$ cat src/rtl/can_tx_arbiter.sv
// Round-robin arbiter sharing one CAN controller transmit path between NUM_REQ frame sources.
// One frame is outstanding at a time; its result (or a timeout code) goes back to the granted source only.
module can_tx_arbiter #(
   parameter int         NUM_REQ        = 4,
   parameter int         TIMEOUT_CYCLES = 50_000,
   parameter logic [2:0] TIMEOUT_CODE   = 3'b111
) (
   input  logic                       clk,
   input  logic                       rst_n,
   input  logic [64*NUM_REQ-1:0]      req_tdata,
   input  logic [11*NUM_REQ-1:0]      req_tid,
   input  logic [8*NUM_REQ-1:0]       req_tkeep,
   input  logic [NUM_REQ-1:0]         req_tvalid,
   output logic [NUM_REQ-1:0]         req_tready,
   output logic [2:0]                 res_tdata,
   output logic [NUM_REQ-1:0]         res_tvalid,
   input  logic [NUM_REQ-1:0]         res_tready,
   output logic [63:0]                ctl_tdata,
   output logic [10:0]                ctl_tid,
   output logic [7:0]                 ctl_tkeep,
   output logic                       ctl_tvalid,
   input  logic                       ctl_tready,
   input  logic [2:0]                 ctl_res_tdata,
   input  logic                       ctl_res_tvalid,
   output logic                       ctl_res_tready,
   output logic                       busy,
   output logic [$clog2(NUM_REQ)-1:0] grant,
   output logic                       stale_drop
);
   localparam int          GW      = $clog2(NUM_REQ);
   localparam logic [31:0] TO_LAST = 32'(TIMEOUT_CYCLES - 1);

   typedef enum logic [1:0] {IDLE, SEND, WAIT_RES, RETURN} state_t;

   state_t               state_reg, state_next;
   logic [GW-1:0]        grant_reg, grant_next;
   logic [GW-1:0]        last_grant_reg, last_grant_next;
   logic [2:0]           code_reg, code_next;
   logic [31:0]          cnt_reg, cnt_next;
   logic                 busy_reg, stale_reg, stale_next, res_ready_reg;
   logic [NUM_REQ-1:0]   res_valid_reg, res_valid_next;
   logic                 res_hs, found;
   logic [GW-1:0]        pick, cand;
   int                   idx;

   logic [63:0] tdata_arr [NUM_REQ];
   logic [10:0] tid_arr   [NUM_REQ];
   logic [7:0]  tkeep_arr [NUM_REQ];

   for (genvar gi = 0; gi < NUM_REQ; gi++) begin : g_unpack
      assign tdata_arr[gi] = req_tdata[64*gi +: 64];
      assign tid_arr[gi]   = req_tid[11*gi +: 11];
      assign tkeep_arr[gi] = req_tkeep[8*gi +: 8];
   end

   // First valid requester after last_grant, wrapping around.
   always_comb begin
      found = 1'b0;
      pick  = last_grant_reg;
      idx   = 0;
      cand  = '0;
      for (int i = 1; i <= NUM_REQ; i++) begin
         idx = int'(last_grant_reg) + i;
         if (idx >= NUM_REQ) idx = idx - NUM_REQ;
         cand = idx[GW-1:0];
         if (!found && req_tvalid[cand]) begin
            found = 1'b1;
            pick  = cand;
         end
      end
   end

   always_comb begin
      state_next      = state_reg;
      grant_next      = grant_reg;
      last_grant_next = last_grant_reg;
      code_next       = code_reg;
      cnt_next        = cnt_reg;
      stale_next      = 1'b0;
      res_valid_next  = '0;
      res_hs          = ctl_res_tvalid & res_ready_reg;
      case (state_reg)
         IDLE: begin
            stale_next = res_hs;
            if (found) begin
               grant_next = pick;
               state_next = SEND;
            end
         end
         SEND: begin
            stale_next = res_hs;
            if (!req_tvalid[grant_reg]) begin
               state_next = IDLE;
            end else if (ctl_tready) begin
               cnt_next   = '0;
               state_next = WAIT_RES;
            end
         end
         WAIT_RES: begin
            // A real result beats a timeout firing in the same cycle.
            if (res_hs) begin
               code_next  = ctl_res_tdata;
               state_next = RETURN;
            end else if (TIMEOUT_CYCLES != 0 && cnt_reg == TO_LAST) begin
               code_next  = TIMEOUT_CODE;
               state_next = RETURN;
            end else begin
               cnt_next = cnt_reg + 32'd1;
            end
         end
         RETURN: begin
            if (res_tready[grant_reg]) begin
               last_grant_next = grant_reg;
               state_next      = IDLE;
            end
         end
         default: state_next = IDLE;
      endcase
      if (state_next == RETURN) res_valid_next[grant_next] = 1'b1;
   end

   always_ff @(posedge clk or negedge rst_n) begin
      if (!rst_n) begin
         state_reg      <= IDLE;
         grant_reg      <= '0;
         last_grant_reg <= GW'(NUM_REQ - 1);
         code_reg       <= '0;
         cnt_reg        <= '0;
         busy_reg       <= 1'b0;
         stale_reg      <= 1'b0;
         res_ready_reg  <= 1'b0;
         res_valid_reg  <= '0;
      end else begin
         state_reg      <= state_next;
         grant_reg      <= grant_next;
         last_grant_reg <= last_grant_next;
         code_reg       <= code_next;
         cnt_reg        <= cnt_next;
         busy_reg       <= (state_next != IDLE);
         stale_reg      <= stale_next;
         res_ready_reg  <= (state_next != RETURN);
         res_valid_reg  <= res_valid_next;
      end
   end

   always_comb begin
      req_tready = '0;
      if (state_reg == SEND) req_tready[grant_reg] = ctl_tready;
   end

   assign ctl_tvalid     = (state_reg == SEND);
   assign ctl_tdata      = tdata_arr[grant_reg];
   assign ctl_tid        = tid_arr[grant_reg];
   assign ctl_tkeep      = tkeep_arr[grant_reg];
   assign ctl_res_tready = res_ready_reg;
   assign res_tvalid     = res_valid_reg;
   assign res_tdata      = code_reg;
   assign busy           = busy_reg;
   assign grant          = grant_reg;
   assign stale_drop     = stale_reg;

endmodule

$ cat config.mk
export PLATFORM = sky130hd
export DESIGN_NAME = can_tx_arbiter
export DESIGN_NICKNAME = d
export VERILOG_FILES = /design/src/rtl/can_tx_arbiter.sv
export SDC_FILE = /design/constraint.sdc
export NUM_CORES = 1
export LEC_CHECK = 0
export BUFFER_PORTS_ARGS = -buffer_cell sky130_fd_sc_hd__buf_4
export CAP_MARGIN = 40
export CORE_AREA = 10 10 164 166
export DETAILED_ROUTE_END_ITERATION = 12
export DIE_AREA = 0 0 174 176
export GPL_TIMING_DRIVEN = 0
export PLACE_DENSITY = 0.62
export SLEW_MARGIN = 30
export SYNTH_ARGS = -nofsm -noshare
export SYNTH_HDL_FRONTEND = slang
export SYNTH_SLANG_ARGS = --single-unit
$ cat constraint.sdc
create_clock -name clk -period 2.6 [get_ports clk]
set_clock_uncertainty 0.15 [all_clocks]
set_input_delay 0.13 -clock clk [delete_from_list [all_inputs] [get_ports clk]]
set_output_delay 0.13 -clock clk [all_outputs]
set_load 0.03 [all_outputs]
==> impl_metrics.env <==
export IMPL_die_y_um=176
export IMPL_route_vias_total=6321
export IMPL_ios=447
export IMPL_slowest_delay_ns=0.62
export IMPL_n_fill_cell=2484
export IMPL_grt_max_degree=49
export IMPL_syn_avg_cell_area_um2=11.5
export IMPL_post_route_util=0.380
export IMPL_cts_tree="done"
export IMPL_max_slew_margin_rel=0.455
export IMPL_hp_class="input port to flip-flop"
export IMPL_place_gp_congestion=1.05
export IMPL_cap_violations=0
export IMPL_wl_met1_mm=15.6
export IMPL_worst_ep_required_time_ns=2.32
export IMPL_synth_seq_area_share=0.247
export IMPL_synth_edf_count=0
export IMPL_totalWireLength_mm=37.6
export IMPL_crit_type="flip-flop to primary output"
export IMPL_grt_pass1_vias=6235
export IMPL_worst_ep_arrival_time_ns=2.22
export IMPL_placementRows=57
export IMPL_final_common_cell="buf_4"
export IMPL_finalCritPeriodShare=0.962
export IMPL_slowest_stage="mux4_2"
export IMPL_routed_wl_met3_mm=2.67
export IMPL_netlist_area_um2=4880
export IMPL_worstMarginPinSlew_ns=0.806
export IMPL_ys_ff_latch=48
export IMPL_initial_core_util=0.205
export IMPL_die_w_um=174
export IMPL_final_min_clock_period_ns=2.50
export IMPL_rr_startpoint="cnt_reg[4]"
export IMPL_grt_pass1_wl_mm=50.5
export IMPL_peakVddDrop_mv=0.421
export IMPL_ys_types=50
export IMPL_wl_met2_mm=18.7
export IMPL_endpoint_kind="primary output"
export IMPL_drt_pass1_iterations=7
export IMPL_drive_above_1_share=0.660
export IMPL_cts_made_buffers=5
export IMPL_cts_sinks=48
export IMPL_ff2ff_path_depth=5
export IMPL_yosys_warnings=0
export IMPL_start_kind="flip-flop"
export IMPL_rsz0062_at_grt="true"
export IMPL_finalPower_w=0.00916
export IMPL_p_leak_nw=4.05
export IMPL_syn_nets=778
export IMPL_synthArstFlopShare=1.00
export IMPL_min_path_cells=5
export IMPL_drt_iter0_markers=657
export IMPL_reg2reg_slack_ns=0.15
export IMPL_dpl_cell_count=1199
export IMPL_clk_latency_ns=0.29
export IMPL_min_delay_start="req_tvalid[2]"
export IMPL_setup_violations_final=0
export IMPL_top_layer_used="met4"
export IMPL_die_area_um2=30600
export IMPL_fmax_ghz=0.400
export IMPL_area_growth_pct=85.8
export IMPL_setup_tns_ns=0
export IMPL_final_antenna_net_count=0
export IMPL_portBuffers=446
export IMPL_wire_per_inst_um=30.8
export IMPL_hold_violations=0
export IMPL_core_area_um2=23800
export IMPL_root_buffer="clkbuf_16"
export IMPL_final_cell_mix="buf_4, mux4_2, dfrtp_1, a21oi_1, nand2_1"
export IMPL_whs_endpoint="ctl_res_tready"
export IMPL_cts_clk_slew_worst_paths_ns=0.07
export IMPL_synthCells=425
export IMPL_instances_no_fill=1222
export IMPL_rr_endpoint="cnt_reg[18]"
export IMPL_final_nets=1244
export IMPL_path_max_fanout=10
export IMPL_slew_viol_final=0
export IMPL_path_cells="buf_6 > buf_2 > buf_6 > buf_6 > buf_12 > mux4_2 > buf_6"
export IMPL_viasPerCell=5.17
export IMPL_ys_dominant_reg_cell="dfrtp_1"
export IMPL_dpl_hpwl_mm=33.6
export IMPL_ctsHtreeMaxLevel=2
export IMPL_track_usage=0.229
export IMPL_clockBufferDepth=2
export IMPL_antenna_found_initial=7
export IMPL_powerDensity_nw_per_um2=1010
export IMPL_largest_reg_flops=32
export IMPL_drc_errors=0
export IMPL_crit_path_frequent_cell="buf_6"
export IMPL_status="finished clean"
export IMPL_hold_ws_ns=0.212
export IMPL_grt_overflow_total=0
## final cells by class
class / count / area (um^2) / share of cell area
Antenna cell: 6 / 15.0 / 0.00166
Clock buffer: 6 / 139 / 0.0153
Buffer: 32 / 183 / 0.0202
Tap cell: 324 / 405 / 0.0447
Inverter: 12 / 45.0 / 0.00497
Sequential cell: 48 / 1200 / 0.133
Timing Repair Buffer: 460 / 3480 / 0.384
Clock inverter: 2 / 15.0 / 0.00166
Multi-Input combinational cell: 332 / 3570 / 0.395
## cells by family (layout without fill, tap and decap cells)
logic type / after synthesis / in the layout / synth area share
other: 0 / 6 / 0
adder cells (fa/ha/maj): 6 / 6 / 0.0154
AO/OA/AOI/OAI: 81 / 81 / 0.113
XOR/XNOR: 4 / 4 / 0.00718
buffers and inverters: 45 / 512 / 0.0375
multiplexers: 90 / 90 / 0.403
flip-flops: 48 / 48 / 0.247
AND/OR/NAND/NOR: 151 / 151 / 0.177
## synth_stat cells (3+ instances only)
library cell	number	share of area
o211ai_1	4	0.0062
mux2i_1	4	0.0082
a21oi_1	26	0.027
o21ai_0	8	0.0082
nand3_1	20	0.021
clkbuf_1	20	0.015
nand4_1	14	0.018
ha_1	6	0.015
buf_1	6	0.0046
or3_1	4	0.0051
nor2_1	11	0.0085
nand2b_1	8	0.010
o22a_1	4	0.0072
o21a_1	4	0.0062
nor3_1	12	0.012
and3_1	7	0.0090
inv_1	12	0.0092
and4_1	4	0.0072
xnor2_1	4	0.0072
dfrtp_1	46	0.24
nand2_1	26	0.020
buf_2	4	0.0041
nor4_1	15	0.019
mux4_2	85	0.39
o31ai_1	18	0.028
nor4b_1	3	0.0054
or4_1	18	0.028
## metrics by stage
step,worst slack (ns),cell area [um^2]
2_1_floorplan,0.115,4880
4_1_cts,0.0170,8970
5_1_grt,-0.00406,9060
3_3_place_gp,-0.526,8630
3_5_place_dp,-0.249,8660
6_report,0.0980,9060
## routing by layer
layer  GRT usage  vias up
li1            -     2738
met1       0.300     3227
met2       0.389      328
met3      0.0481       28
met4      0.0356        0
met5           0        -
## how the worst max path moves through the flow
stage | to | slack, ns | start | cells after the start
2_1_floorplan | cnt_reg[14] | 0.12 | grant[0] | 8
3_3_place_gp | ctl_tid[0] | -0.53 | grant[0] | 5
3_5_place_dp | cnt_reg[28] | -0.25 | state_reg[0] | 8
4_1_cts | ctl_tid[0] | 0.02 | grant[0] | 7
5_1_grt | res_tvalid[1] | -0.004 | grant[0] | 6
6_report | ctl_tid[0] | 0.1 | grant[0] | 7
## repair_timing
| item | in CTS | in global routing |
|---|---|---|
| resized for setup | 30 | 11 |
| buffers inserted | 1 | 4 |
| endpoints found under the hold margin | 50 | 0 |
| hold buffers | 5 | 0 |
| endpoints found under the setup margin | 96 | 39 |
| pin swaps | 0 | 1 |
## power by group
group	switching (W)	internal [W]	leakage [nW]
clock	0.000302	0.000384	0.0691
sequential	0.000110	0.000868	0.638
combinational	0.00447	0.00303	3.35
## critical path: cells and delay by family (launching register included)
| kind | cells | cell delay [ns] |
|---|---|---|
| buffers and inverters | 6 | 0.92 |
| multiplexers | 1 | 0.62 |
| flip-flops | 1 | 0.37 |
No activity file was read; power rests on OpenSTA's default activity.
